### config.mk
export PLATFORM = sky130hd
export DESIGN_NAME = memory_control
export DESIGN_NICKNAME = d
export VERILOG_FILES = /design/src/rtl/cpu_types_pkg.sv /design/src/rtl/memctl_arb.sv /design/src/rtl/memory_control.sv
export SDC_FILE = /design/constraint.sdc
export NUM_CORES = 1
export LEC_CHECK = 0
export CAP_MARGIN = 20
export CORE_AREA = 5 5 102 104
export DETAILED_ROUTE_END_ITERATION = 10
export DIE_AREA = 0 0 107 109
export GPL_TIMING_DRIVEN = 0
export PLACE_DENSITY = 0.86
export SKIP_CTS_REPAIR_TIMING = 1
export SYNTH_ARGS = -nofsm -noshare
export SYNTH_HDL_FRONTEND = slang
export SYNTH_SLANG_ARGS = --single-unit
### constraint.sdc
create_clock -name CLK -period 1.8 [get_ports CLK]
set_input_delay 0.36 -clock CLK [delete_from_list [all_inputs] [get_ports CLK]]
set_output_delay 0.36 -clock CLK [all_outputs]
set_load 0.02 [all_outputs]
### src/rtl/cpu_types_pkg.sv
// Shared types for the memory controller: RAM status codes and arbiter FSM states.
package cpu_types_pkg;

    typedef enum logic [1:0] {
        FREE   = 2'd0,
        BUSY   = 2'd1,
        ACCESS = 2'd2,
        ERROR  = 2'd3
    } ramstate_t;

    typedef enum logic [1:0] {
        IDLE   = 2'd0,
        DGRANT = 2'd1,
        IGRANT = 2'd2,
        DONE   = 2'd3
    } memctl_state_t;

    localparam logic [31:0] BAD_LOAD = 32'hBAD1BAD1;

endpackage

### src/rtl/memctl_arb.sv
// Next-grant selection from IDLE: dcache priority, except icache goes first
// when the previous completed grant went to the dcache and both are asking.
module memctl_arb
    import cpu_types_pkg::*;
(
    input  logic          ireq,
    input  logic          dreq,
    input  logic          last_dcache,
    output memctl_state_t next_grant
);

    // NOTE: every always_comb output gets a default first so no path can infer a latch.
    always_comb begin
        next_grant = IDLE;
        if (dreq && !(ireq && last_dcache)) begin
            next_grant = DGRANT;
        end else if (ireq) begin
            next_grant = IGRANT;
        end
    end

endmodule

### src/rtl/memory_control.sv
// Arbitrates icache and dcache word accesses onto a single RAM port, with
// access timeout, sticky error reporting and one bubble cycle between transfers.
module memory_control
    import cpu_types_pkg::*;
#(
    parameter int TIMEOUT = 255
) (
    input  logic        CLK,
    input  logic        nRST,
    input  logic        iREN,
    input  logic [31:0] iaddr,
    output logic        iwait,
    output logic [31:0] iload,
    input  logic        dREN,
    input  logic        dWEN,
    input  logic [31:0] daddr,
    input  logic [31:0] dstore,
    output logic        dwait,
    output logic [31:0] dload,
    output logic        ramREN,
    output logic        ramWEN,
    output logic [31:0] ramaddr,
    output logic [31:0] ramstore,
    input  logic [31:0] ramload,
    input  logic [1:0]  ramstate,
    output logic        merr
);

    localparam logic [7:0] TIMEOUT_CNT = 8'(TIMEOUT);

    memctl_state_t state, next_state, arb_grant;
    ramstate_t     rs;
    logic [7:0]    count;
    logic          last_dcache;
    logic          finish;
    logic          abort;
    logic          dreq;

    assign rs   = ramstate_t'(ramstate);
    assign dreq = dREN | dWEN;

    memctl_arb u_arb (
        .ireq        (iREN),
        .dreq        (dreq),
        .last_dcache (last_dcache),
        .next_grant  (arb_grant)
    );

    always_comb begin
        next_state = state;
        iwait      = 1'b1;
        dwait      = 1'b1;
        iload      = '0;
        dload      = '0;
        ramREN     = 1'b0;
        ramWEN     = 1'b0;
        ramaddr    = '0;
        ramstore   = '0;
        finish     = 1'b0;
        abort      = 1'b0;

        unique case (state)
            IDLE: next_state = arb_grant;

            DGRANT: begin
                if (!dreq) begin
                    next_state = IDLE;
                end else begin
                    ramaddr  = daddr;
                    ramstore = dstore;
                    ramWEN   = dWEN;
                    ramREN   = dREN & ~dWEN;
                    if (rs == ACCESS) begin
                        dwait      = 1'b0;
                        dload      = ramload;
                        finish     = 1'b1;
                        next_state = DONE;
                    end else if (rs == ERROR || count >= TIMEOUT_CNT) begin
                        dwait      = 1'b0;
                        dload      = BAD_LOAD;
                        finish     = 1'b1;
                        abort      = 1'b1;
                        next_state = DONE;
                    end
                end
            end

            IGRANT: begin
                if (!iREN) begin
                    next_state = IDLE;
                end else begin
                    ramaddr = iaddr;
                    ramREN  = 1'b1;
                    if (rs == ACCESS) begin
                        iwait      = 1'b0;
                        iload      = ramload;
                        finish     = 1'b1;
                        next_state = DONE;
                    end else if (rs == ERROR || count >= TIMEOUT_CNT) begin
                        iwait      = 1'b0;
                        iload      = BAD_LOAD;
                        finish     = 1'b1;
                        abort      = 1'b1;
                        next_state = DONE;
                    end
                end
            end

            DONE: next_state = IDLE;

            default: next_state = IDLE;
        endcase
    end

    // NOTE: state registers use non-blocking assignments so every flop samples pre-edge values.
    always_ff @(posedge CLK or negedge nRST) begin
        if (!nRST) begin
            state       <= IDLE;
            count       <= '0;
            last_dcache <= 1'b0;
            merr        <= 1'b0;
        end else begin
            state <= next_state;
            // The counter only runs while the same grant keeps waiting.
            if ((state == DGRANT || state == IGRANT) && next_state == state) begin
                count <= (count == 8'hFF) ? count : count + 8'd1;
            end else begin
                count <= '0;
            end
            if (finish) begin
                last_dcache <= (state == DGRANT);
            end
            if (abort) begin
                merr <= 1'b1;
            end
        end
    end

endmodule

==> results_dict.tcl <==
set metrics [dict create \
    critPathMaxStageDelay_ps 450 \
    ys.flop_type "dfrtp_1" \
    fin_setup_tns_ps -39050 \
    finalHoldViolations 0 \
    place_area_sq_um 5182 \
    synth-edff-count 0 \
    r2r_start "state[1]" \
    dpl.hpwl_um 9506 \
    clkLatencyLatePin_ps 240 \
    switching_share_pct 45.02 \
    drt_first_pass_iters 4 \
    cpLargestDelayFamily "buffers and inverters" \
    rows 36 \
    max_cap_viol_count 0 \
    initial_utilization_pct 21.01 \
    path_cells "inv_2, ha_4, and2_4, buf_12, clkbuf_16, a22oi_2, nor2b_2, buf_6" \
    stdcell_count 697 \
    final_nets 723 \
    gp_congestion 0.8881 \
    cp.arrival_ps 1800 \
    grt.total_usage_pct 17.35 \
    synth_top_area_share_pct 15.11 \
    cp-start-kind "flop" \
    synth.avg_cell_area_sq_um 6.923 \
    path_class "flop to primary output" \
    first_global_vias 3219 \
    p_comb_share_pct 89.1 \
    fp.dieH_um 109 \
    p_int_w 0.003521 \
    netlist_area_sq_um 1987 \
    fin_area_sq_um 6213 \
    antenna_found_initial 0 \
    synth_area_leader_cell "dfrtp_1" \
    layout_setup_ws_ps -360.0 \
    peakVddDrop_uv 662.2 \
    rsz0062_at_grt "yes" \
    critPathBufInv 4 \
    dr.first_iter.drc_count 150 \
    p_per_area_nw_per_um2 1031 \
    grt_max_degree 13 \
    seqPwrFrac_pct 6.2 \
    final_antenna_net_count 0 \
    slew_headroom_pct 62.99 \
    slowest_stage "dfrtp_2" \
    finalPower_w 0.006405 \
    skew_ps 1.253 \
    die_area_sq_um 11660 \
    cts-root-buf "clkbuf_8" \
    via_per_inst 4.806 \
    clk_path_buf_depth 2 \
    register_area_sq_um 304.0 \
    finalCritPeriodShare_pct 120.0 \
    min_to "merr" \
    cts.sinks 12 \
    synth_async_sr_flop_share_pct 100.0 \
    grt_overflow 0 \
    grt_pass1_wl_um 16630 \
    worstHoldStart "merr" \
    synth-seq-area-share_pct 15.11 \
    synthToLayoutAreaGrowth_pct 212.7 \
    layout-drive-gt1-share_pct 64.84 \
    pwr-share-clk_pct 4.6 \
    yosys.cell_types.count 43 \
    wirelength_um 13140 \
    ys_seq_elements 12 \
    multi_input_area_sq_um 2365 \
    worstMarginPinSlew_ps 553.4 \
    num_vias 3350 \
    cts_buffers 3 \
    min_path_cells 1 \
    drv_slew 0 \
    syn_nets 426 \
    coreArea_sq_um 9459 \
    nFillCells 736 \
    hold_path.class "flop to flop" \
    rr_worst_depth 8 \
    period_minus_slack_ps 2160 \
    regToRegEndpoint "count[4]" \
    cts.htree.levels 1 \
    routedWlPerCell_um 18.85 \
    die_w_um 107 \
    timing.hold.ws_ps 454.7 \
    cts.clk_slew.worst_paths_ps 50 \
    crit_fanout 8 \
    synth_area_leaders "dfrtp_1, a22oi_1, nor2_1" \
    placedCellCount 668 \
    io_pins 268 \
    synth_warnings 0 \
    regToRegSetupSlack_ps -20 \
    drc 0 \
    cp-end-kind "primary output" \
    cts_tree "done" \
    antenna-diode-count 0 \
    p_leak_nw 2.650 \
    violations "negative setup slack" \
    max_freq_mhz 463.0 \
    p_switching_w 0.002884 \
    crit_required_ps 1440 \
    status "finished with violations" \
    setup_viol 134 \
    synthCells 287 \
    port_buffers 267 \
]
==> synthesized netlist by cell type, types with 2 or more instances <==
| cell type | count |
|---|---|
| nand2_2 | 2 |
| a21oi_1 | 4 |
| and3_4 | 2 |
| clkbuf_1 | 14 |
| inv_1 | 3 |
| xor2_1 | 2 |
| nand2_1 | 5 |
| buf_2 | 7 |
| and3_1 | 28 |
| nand3_1 | 5 |
| a22oi_1 | 32 |
| dfrtp_1 | 12 |
| nor3_1 | 6 |
| nor2b_1 | 33 |
| ha_1 | 4 |
| o21ai_0 | 7 |
| and2_1 | 35 |
| buf_6 | 2 |
| a2111oi_2 | 2 |
| nor2_1 | 59 |
==> logic make-up (layout without fill, tap and decap cells) <==
logic type,count (synthesis),in the layout,share of synthesized area [%]
and+or+nand+nor,181,182,49.69
DFF,12,12,15.11
xor gates and xnor gates,2,2,0.8818
AOI/OAI and AO/OA,59,59,24.06
muxes,2,2,1.259
buffers and inverters,27,322,6.486
adders and majority gates,4,4,2.519
==> routing by layer <==
metal | GRT usage (%) | wire, um | vias to the layer above
met5 | 0 | 0 | -
met4 | 3.562 | 133 | 0
met3 | 4.500 | 1002 | 12
met2 | 32.73 | 7112 | 162
met1 | 19.67 | 4888 | 1582
li1 | - | - | 1594
==> layout make-up <==
cell class	count	share of cell area (%)
flip-flops and latches	12	4.893
multi-input cells	249	38.06
inverters	3	0.1812
repair buffers	291	48.61
plain buffers	24	5.074
clock buffers	4	0.8860
well taps	114	2.296
==> registers in the layout, summed over array words and instances, names as in the netlist <==
register	cells
count	8
last_dcache	1
merr	1
state	2
==> metrics by stage <==
step / setup WS, ps / util (%)
floorplan: -12.76 / -
global placement: -1196 / 54.79
detailed placement: -1196 / 54.79
CTS: -1199 / 55.37
global route: -442.0 / 65.69
finish: -360.0 / 65.69
==> worst reg2reg max path: cells and delay by family, from the launching register on <==
kind | cells | cell delay (ps)
AOI/OAI and AO/OA | 4 | 730
DFF | 1 | 430
adders and majority gates | 1 | 180
buffers and inverters | 3 | 370
==> cell usage in the layout, fill, tap and decap left out, types with 2 or more instances in the layout <==
cell             count
buf_2                9
buf_6               85
dfrtp_1              9
ha_4                 3
clkbuf_2             4
nor2_1               7
dlymetal6s2s_1       5
o21ai_0              7
nand2_1              5
and3_4              11
nand2_8              3
buf_8                8
a21oi_1              4
clkbuf_4             5
nor3_2               4
inv_2                2
and2_1               4
clkbuf_8             5
nor2b_2             32
buf_12              10
nand3_1              5
dfrtp_2              3
a22oi_2             21
clkdlybuf4s50_1    131
xor2_1               2
and2_4              31
and3_2              18
nor3_1               2
nor2_4              43
clkbuf_16            8
buf_4               49
a2111oi_2            2
a22oi_1             11
nor2_2               9
==> worst max path at each step <==
stage | start | endpoint | slack (ps) | depth (start not counted)
floorplan | state[1] | ramstore[14] | -10 | 7
global placement | ramstate[1] | iload[21] | -1200 | 6
detailed placement | ramstate[1] | dload[30] | -1200 | 6
CTS | ramstate[1] | dload[30] | -1200 | 6
global route | state[0] | ramaddr[1] | -440 | 8
finish | state[0] | ramaddr[15] | -360 | 8
==> power groups by stage <==
stage	Combinational, W	Clock, W	Sequential (W)
floorplan	0.00275	0	0.000373
global placement	0.00446	0	0.000383
detailed placement	0.00453	0	0.000388
CTS	0.00455	0.000301	0.000386
global route	0.00604	0.000317	0.000407
finish	0.00571	0.000295	0.000400
(Power assumes the default switching activity.)
